**src/rtl/rob_pkg.sv**
```systemverilog
// Shared widths and entry payload types for the reorder buffer.
package rob_pkg;

  localparam int unsigned ROB_S     = 16;
  localparam int unsigned ROB_ADD_W = 4;
  localparam int unsigned REG_ADD_W = 5;
  localparam int unsigned REG_DAT_W = 32;
  localparam int unsigned ADDR_W    = 32;
  localparam int unsigned CNT_W     = ROB_ADD_W + 1;

  // Fields captured at dispatch
  typedef struct packed {
    logic [REG_ADD_W-1:0] rd;
    logic                 is_br;
    logic                 pred;
    logic [ADDR_W-1:0]    pc;
  } rob_info_t;

  // Fields captured from the common data bus
  typedef struct packed {
    logic [REG_DAT_W-1:0] val;
    logic                 taken;
    logic [ADDR_W-1:0]    target;
  } rob_res_t;

endpackage

```
**src/rtl/rob.sv**
```systemverilog
// 16-entry reorder buffer: in-order allocate, out-of-order complete, in-order
// retire into the register file, with mispredict flush and operand lookup.
module rob
  import rob_pkg::*;
(
  input  logic                 clk,
  input  logic                 rst,
  input  logic                 rdy,
  input  logic                 disp_en,
  input  logic [REG_ADD_W-1:0] disp_rd,
  input  logic                 disp_is_br,
  input  logic                 disp_pred,
  input  logic [ADDR_W-1:0]    disp_pc,
  output logic [ROB_ADD_W-1:0] disp_tag,
  output logic                 full,
  input  logic                 cdb_en,
  input  logic [ROB_ADD_W-1:0] cdb_tag,
  input  logic [REG_DAT_W-1:0] cdb_val,
  input  logic                 cdb_taken,
  input  logic [ADDR_W-1:0]    cdb_target,
  input  logic [ROB_ADD_W-1:0] qry_tag,
  output logic                 qry_rdy,
  output logic [REG_DAT_W-1:0] qry_val,
  output logic                 reg_we,
  output logic [REG_ADD_W-1:0] reg_rd,
  output logic [REG_DAT_W-1:0] reg_val,
  output logic [ROB_ADD_W-1:0] cmt_tag,
  output logic                 flush,
  output logic [ADDR_W-1:0]    flush_pc
);

  logic [ROB_ADD_W-1:0] r_head;
  logic [ROB_ADD_W-1:0] r_tail;
  logic [CNT_W-1:0]     r_count;
  logic [ROB_S-1:0]     r_ready;
  rob_info_t            r_info [ROB_S];
  rob_res_t             r_res  [ROB_S];

  logic                 r_reg_we;
  logic [REG_ADD_W-1:0] r_reg_rd;
  logic [REG_DAT_W-1:0] r_reg_val;
  logic [ROB_ADD_W-1:0] r_cmt_tag;
  logic                 r_flush;
  logic [ADDR_W-1:0]    r_flush_pc;

  rob_info_t            w_hinfo;
  rob_res_t             w_hres;
  logic                 w_full;
  logic                 w_disp;
  logic                 w_ret;
  logic                 w_ret_alu;
  logic                 w_mispred;
  logic [ADDR_W-1:0]    w_redirect;

  assign w_hinfo    = r_info[r_head];
  assign w_hres     = r_res[r_head];
  assign w_full     = (r_count == CNT_W'(ROB_S));
  assign w_disp     = disp_en && !w_full;
  assign w_ret      = (r_count != '0) && r_ready[r_head];
  assign w_ret_alu  = w_ret && !w_hinfo.is_br;
  assign w_mispred  = w_ret && w_hinfo.is_br && (w_hres.taken != w_hinfo.pred);
  assign w_redirect = w_hres.taken ? w_hres.target : ADDR_W'(w_hinfo.pc + ADDR_W'(4));

  // Pointers, ready bits and registered retire/flush outputs
  always_ff @(posedge clk) begin
    if (rst) begin
      r_head     <= '0;
      r_tail     <= '0;
      r_count    <= '0;
      r_ready    <= '0;
      r_reg_we   <= 1'b0;
      r_reg_rd   <= '0;
      r_reg_val  <= '0;
      r_cmt_tag  <= '0;
      r_flush    <= 1'b0;
      r_flush_pc <= '0;
    end else if (rdy) begin
      r_reg_we <= w_ret_alu && (w_hinfo.rd != '0);
      r_flush  <= w_mispred;
      if (w_ret_alu) begin
        r_reg_rd  <= w_hinfo.rd;
        r_reg_val <= w_hres.val;
        r_cmt_tag <= r_head;
      end
      if (w_mispred) begin
        r_flush_pc <= w_redirect;
        r_head     <= '0;
        r_tail     <= '0;
        r_count    <= '0;
        r_ready    <= '0;
      end else begin
        if (w_disp) begin
          r_ready[r_tail] <= 1'b0;
          r_tail          <= r_tail + ROB_ADD_W'(1);
        end
        if (w_ret) begin
          r_ready[r_head] <= 1'b0;
          r_head          <= r_head + ROB_ADD_W'(1);
        end
        if (cdb_en) r_ready[cdb_tag] <= 1'b1;
        case ({w_disp, w_ret})
          2'b10:   r_count <= r_count + CNT_W'(1);
          2'b01:   r_count <= r_count - CNT_W'(1);
          default: r_count <= r_count;
        endcase
      end
    end
  end

  // Entry payload storage; meaningless until the matching ready bit is set
  always_ff @(posedge clk) begin
    if (rdy && !w_mispred) begin
      if (w_disp) r_info[r_tail] <= '{rd: disp_rd, is_br: disp_is_br, pred: disp_pred, pc: disp_pc};
      if (cdb_en) r_res[cdb_tag] <= '{val: cdb_val, taken: cdb_taken, target: cdb_target};
    end
  end

  // Operand lookup with same-cycle CDB bypass
  always_comb begin
    qry_rdy = r_ready[qry_tag];
    qry_val = r_res[qry_tag].val;
    if (cdb_en && (cdb_tag == qry_tag)) begin
      qry_rdy = 1'b1;
      qry_val = cdb_val;
    end
  end

  assign disp_tag = r_tail;
  assign full     = w_full;
  assign reg_we   = r_reg_we;
  assign reg_rd   = r_reg_rd;
  assign reg_val  = r_reg_val;
  assign cmt_tag  = r_cmt_tag;
  assign flush    = r_flush;
  assign flush_pc = r_flush_pc;

endmodule
```
**config.mk**
```make
export PLATFORM = sky130hd
export DESIGN_NAME = rob
export DESIGN_NICKNAME = d
export VERILOG_FILES = /design/src/rtl/rob_pkg.sv /design/src/rtl/rob.sv
export SDC_FILE = /design/constraint.sdc
export NUM_CORES = 2
export LEC_CHECK = 0
export CAP_MARGIN = 30
export CORE_ASPECT_RATIO = 0.8
export CORE_MARGIN = 4
export CORE_UTILIZATION = 35
export CTS_CLUSTER_DIAMETER = 60
export DETAILED_ROUTE_END_ITERATION = 6
export PLACE_DENSITY = 0.54
export SETUP_SLACK_MARGIN = 0.05
export SYNTH_ARGS = -nofsm -noshare
export SYNTH_HDL_FRONTEND = slang
export SYNTH_SLANG_ARGS = --single-unit
```
**constraint.sdc**
```tcl
create_clock -name clk -period 8.55 [get_ports clk]
set_input_delay 0.855 -clock clk [delete_from_list [all_inputs] [get_ports clk]]
set_output_delay 0.855 -clock clk [all_outputs]
set_load 0.1 [all_outputs]
```
# Word level (Yosys, flattened, before mapping)
# Memory sizes are Yosys's and may differ from the RTL's. A register that Yosys moved wholly into a read port is not among the register bits.
# Index checks and enable logic that the tools add are counted.
# op_classes
n_reduce_logical	24
n_lt_le_gt_ge	7
n_addsub	5
eq_ne	5
n_bitwise	5
n_mux	39
# op_table
cell	count
two-way mux 16 bit	10
two-way mux 32 bit	2
adder 32 x 3 -> 32 bit, second input constant	1
AND 16 bit	2
two-way mux 4 bit	8
NOT 16 bit	2
less-than comparator 4 x 5 -> 1 bit, second input constant	4
OR 16 bit	1
demux 1 bit (select 4 bit)	3
greater-or-equal comparator 4 x 1 -> 1 bit, second input constant	3
two-way mux 1 bit	12
logical AND 1 bit	11
one-hot mux 5 bit (2 select lines)	1
AND reduction 2 bit	5
nonzero test 5 bit	2
adder 4 x 1 -> 4 bit, second input constant	2
binary-select mux 1 bit (select 4 bit)	2
adder 5 x 1 -> 5 bit, second input constant	1
equality test 5 bit, second input constant	1
two-way mux 5 bit	1
subtractor 5 x 1 -> 5 bit, second input constant	1
equality test 4 bit	1
nonzero test 2 bit	2
zero test 1 bit	3
4 further kinds	4
# totals
wordCells	97
inputBits	117
ram_bits	1664
ff_bits	104
output_inout_bits	113
memories	2
# memory_table
name	words	width	rd	rd_ports_with_merged_regs	write_ports	line	source
r_res	16	65	2	1	1	rob.sv:37	rob_res_t r_res [ROB_S];
r_info	16	39	1	1	1	rob.sv:36	rob_info_t r_info [ROB_S];

# Depth between registers and ports, before layout
# depth
ltp_word	18
ltp_mapped	18
depth_no_buf	12

# Worst setup path after synthesis
# OpenSTA, ideal clock, no wires.
# synth_timing
path_kind	register -> register
from	reg with a tool-made name
to	reg r_ready[3]
setup_ns	0.078
path_stages_with_launch	12
arrival_time_ns	7.307
setup_slack_ns	1.165
required_ns	8.472
n_path_buf	3
period_less_slack_ns	7.385
path_cell_list	dfxtp_1 -> buf_6 -> buf_12 -> mux4_1 -> a22oi_1 -> nand2_1 -> xnor2_1 -> o31ai_1 -> or3_1 -> clkbuf_1 -> nor3_1 -> o21ba_2
# synth_lines
item	line	source
end signal: assignment	rob.sv:70	r_ready <= '0;
end signal: assignment	rob.sv:90	r_ready <= '0;
end signal: indexed assignment	rob.sv:93	r_ready[r_tail] <= 1'b0;
end: declaration	rob.sv:35	logic [ROB_S-1:0] r_ready;

# Worst setup path in the final report
# layout_timing
from	in qry_tag[1]
to	out qry_val[26]
# layout_via
elab_chain_cells	3
word_cells_on_any_way	4
classes_between	1 x eq/ne; 1 x mux; 1 x reduce/logical; 1 x memory
# layout_lines
item	line	source
start: declaration	rob.sv:21	input logic [ROB_ADD_W-1:0] qry_tag,
branches (longest 2 deep; another with memory read (16 x 65 bit))	--	
two-way mux 32 bit (*)	rob.sv:122	if (cdb_en && (cdb_tag == qry_tag)) begin
end: declaration	rob.sv:23	output logic [REG_DAT_W-1:0] qry_val,
# Mark *: on every way between the ends.

==> flow_summary.json <==
{
  "synthFlopType": "edfxtp_1",
  "post_cts_resized": 0,
  "rows": 149,
  "status": "finished clean",
  "cts_max_level": 4,
  "powerDensity_nw_per_um2": 214.7,
  "synth.cell_area_um2": 73060,
  "wirelength_mm": 200.4,
  "crit_buf_inv": 3,
  "grt_pass1_wl_mm": 286.2,
  "post_cts_buffers": 0,
  "synth_warnings": 0,
  "area_growth_pct": 16.19,
  "syn_nets": 3616,
  "fin_crit_sh_pct": 64.85,
  "cpMostUsedCell": "mux4_2",
  "hold_viol": 0,
  "core_area_um2": 206900,
  "fin_worst_skew_ps": 44.39,
  "synth_cell_types": 76,
  "ioPinCount": 230,
  "cp-start-kind": "input pin",
  "syn_avg_cell_area_um2": 20.95,
  "fmax_mhz": 180.4,
  "dpl.hpwl_mm": 111.5,
  "final_antenna_net_count": 0,
  "cp_top_family": "buffers and inverters",
  "r2r-end": "flush_pc[28]",
  "ys_ff_latch": 1772,
  "rsz0062_at_grt": "no",
  "arrival_ps": 4690,
  "drive_above_1_share_pct": 27.39,
  "crit_required_ps": 7700,
  "cap_violations": 0,
  "max-vdd-ir-drop_mv": 0.2085,
  "numCtsBuffers": 185,
  "clk_latency_ps": 820,
  "die-height_um": 416.7,
  "ys_seq_area_share_pct": 71.35,
  "wl_per_cell_um": 30.09,
  "reg2reg_depth": 13,
  "gp_congestion": 0.7815,
  "synth-async-reset-ratio_pct": 0,
  "min_to": "cmt_tag[2]",
  "first_pass_iters": 6,
  "cts_tree": "built",
  "hold_slack_ps": 449.5,
  "start_util_pct": 35.31,
  "crit_slowest_cell": "clkdlybuf4s50_1",
  "synth_edf_count": 1664,
  "end_kind": "primary output",
  "gr-total-overflow": 0,
  "period_minus_slack_ps": 5544,
  "hp-start": "cmt_tag[2]",
  "cts.path.max_buffers": 3,
  "nets": 3906,
  "fin_util_pct": 41.02,
  "drv_slew": 0,
  "crit_chain": "buf_6 > buf_4 > mux4_2 > mux4_2 > mux2_2 > clkdlybuf4s50_1",
  "synth.area.top_cells": "edfxtp_1, mux4_2, dfxtp_1",
  "slew_headroom_pct": 24.97,
  "clock-sinks": 1772,
  "num_vias": 37460,
  "nFillCells": 18140,
  "setup_viol": 0,
  "io_buffers": 229,
  "track_usage_pct": 18.32,
  "root_buffer": "clkbuf_16",
  "regToRegSetupSlack_ps": 3060,
  "yosysMostFrequentCell": "edfxtp_1",
  "synth_top_area_share_pct": 68.39,
  "hold-path-cell-count": 2,
  "cpPeakStageDelay_ps": 980,
  "worst_pin_slew_ps": 1125,
  "synthCells": 3488,
  "die_w_um": 518.8,
  "grt_pass1_vias": 37740,
  "antenna_found_initial": 34,
  "postCtsHoldBufs": 0,
  "crit_type": "input pin to primary output",
  "drc_errors": 0,
  "setup-tns-final_ps": 0,
  "drtIter0Drc": 3923,
  "power.leakage_nw": 25.45,
  "synth_top_area_cell": "edfxtp_1",
  "min_path_type": "flip-flop to flip-flop",
  "grt_max_degree": 133,
  "path_max_fanout": 82,
  "viasPerCell": 5.624,
  "clk_pin_slew_worst_paths_ps": 50,
  "synth_top_cells_by_count": "edfxtp_1, mux4_2, nand2_1, dfxtp_1, clkbuf_1",
  "die_area_um2": 216200
}
sequential cells by signal, indices dropped and copies added (netlist names), 4 cells and up, named ones only:
register and count:
r_res 1040, r_info 624, flush_pc 32, reg_val 32
r_ready 16, r_count 5, reg_rd 5, cmt_tag 4
disp_tag 4, r_head 4
how the worst max path moves through the flow:
| stage | from | to | slack (ps) | depth (start not counted) |
|---|---|---|---|---|
| final | qry_tag[1] | qry_val[26] | 3010 | 6 |
| after global routing | flip-flop | flush_pc[24] | 2770 | 13 |
| after CTS | qry_tag[1] | qry_val[26] | 3010 | 6 |
| after detailed placement | qry_tag[1] | qry_val[26] | 3010 | 6 |
| after global placement | qry_tag[0] | qry_val[4] | 3040 | 7 |
| after floorplan | flip-flop | r_ready[3] | 1170 | 11 |
layer usage:
| layer | GRT usage, % | vias up | part of all wire (%) |
|---|---|---|---|
| met5 | 0 | - | 0.040 |
| met4 | 5.453 | 12 | 2.8 |
| met3 | 3.735 | 336 | 6.6 |
| met2 | 28.12 | 1368 | 46 |
| met1 | 26.46 | 20320 | 44 |
| li1 | - | 15420 | - |
layout make-up:
cell class | count | area, um2 | area share (%)
flip-flops and latches | 1772 | 52140 | 61.42
repair buffers | 327 | 3395 | 3.999
diodes | 10 | 25.02 | 0.02948
clock inverters | 95 | 968.4 | 1.141
well taps | 2718 | 3401 | 4.006
clock buffers | 246 | 5034 | 5.929
multi-input cells | 1463 | 19780 | 23.30
inverters | 29 | 143.9 | 0.1695
worst reg2reg max path: cells and delay by family, from the launching register on:
family                   cells  cell delay (ps)
AO/OA/AOI/OAI                6             1630
buffers and inverters        2             1490
AND/OR/NAND/NOR              4             1190
flip-flops                   1              860
adder cells (fa/ha/maj)      1              180
stage by stage:
| step | area, um2 | worst slack, ps | instances | total power, mW |
|---|---|---|---|---|
| final | 84890 | 3006 | 6660 | 18.23 |
| after global placement | 78420 | 3040 | 6292 | 10.43 |
| after floorplan | 73060 | 1165 | 3488 | 10.12 |
| after global routing | 84880 | 2774 | 6656 | 18.83 |
| after CTS | 84840 | 3006 | 6649 | 18.42 |
| after detailed placement | 78840 | 3009 | 6308 | 10.45 |
cells by family (layout without fill, tap and decap cells):
group	Yosys count	count (layout)	share of synthesized area, %
buffers and inverters	253	697	1.786
XOR/XNOR	20	20	0.2398
AO/OA/AOI/OAI	290	290	2.613
multiplexers	741	741	21.18
other	0	10	0
AND/OR/NAND/NOR	401	401	2.642
flip-flops	1772	1772	71.35
adder cells (fa/ha/maj)	11	11	0.1884
layout by cell type (no fill, tap or decap), types with 12 or more instances in the layout:
master / Yosys / routed
edfxtp_1: 1664 / 1664
mux4_2: 599 / 599
clkdlybuf4s50_1: 0 / 224
clkbuf_16: 0 / 189
nand2_1: 173 / 172
dfxtp_1: 108 / 104
a21oi_1: 89 / 89
buf_4: 26 / 79
mux2i_1: 64 / 64
nor2_1: 64 / 57
o21ai_0: 55 / 55
clkbuf_1: 106 / 48
mux2_2: 47 / 47
clkinv_1: 1 / 34
mux4_1: 31 / 31
nand3_1: 22 / 22
a211oi_1: 21 / 21
clkinv_2: 0 / 21
a22oi_1: 19 / 19
inv_1: 28 / 17
a221oi_1: 16 / 16
buf_16: 0 / 15
nor2b_1: 14 / 14
xnor2_1: 14 / 14
or2_2: 13 / 13
nor3_2: 1 / 13
nor3_1: 25 / 13
bufinv_16: 0 / 13
nand2b_1: 12 / 12
power breakdown:
group | total (mW) | switching, mW | leakage [nW] | internal [mW]
Clock | 7.97 | 3.41 | 2.91 | 4.56
Sequential | 9.55 | 0.0162 | 15.9 | 9.54
Combinational | 0.705 | 0.473 | 6.68 | 0.232
Total | 18.2 | 3.90 | 25.5 | 14.3
Note: power is estimated with default switching activity, not from simulation.
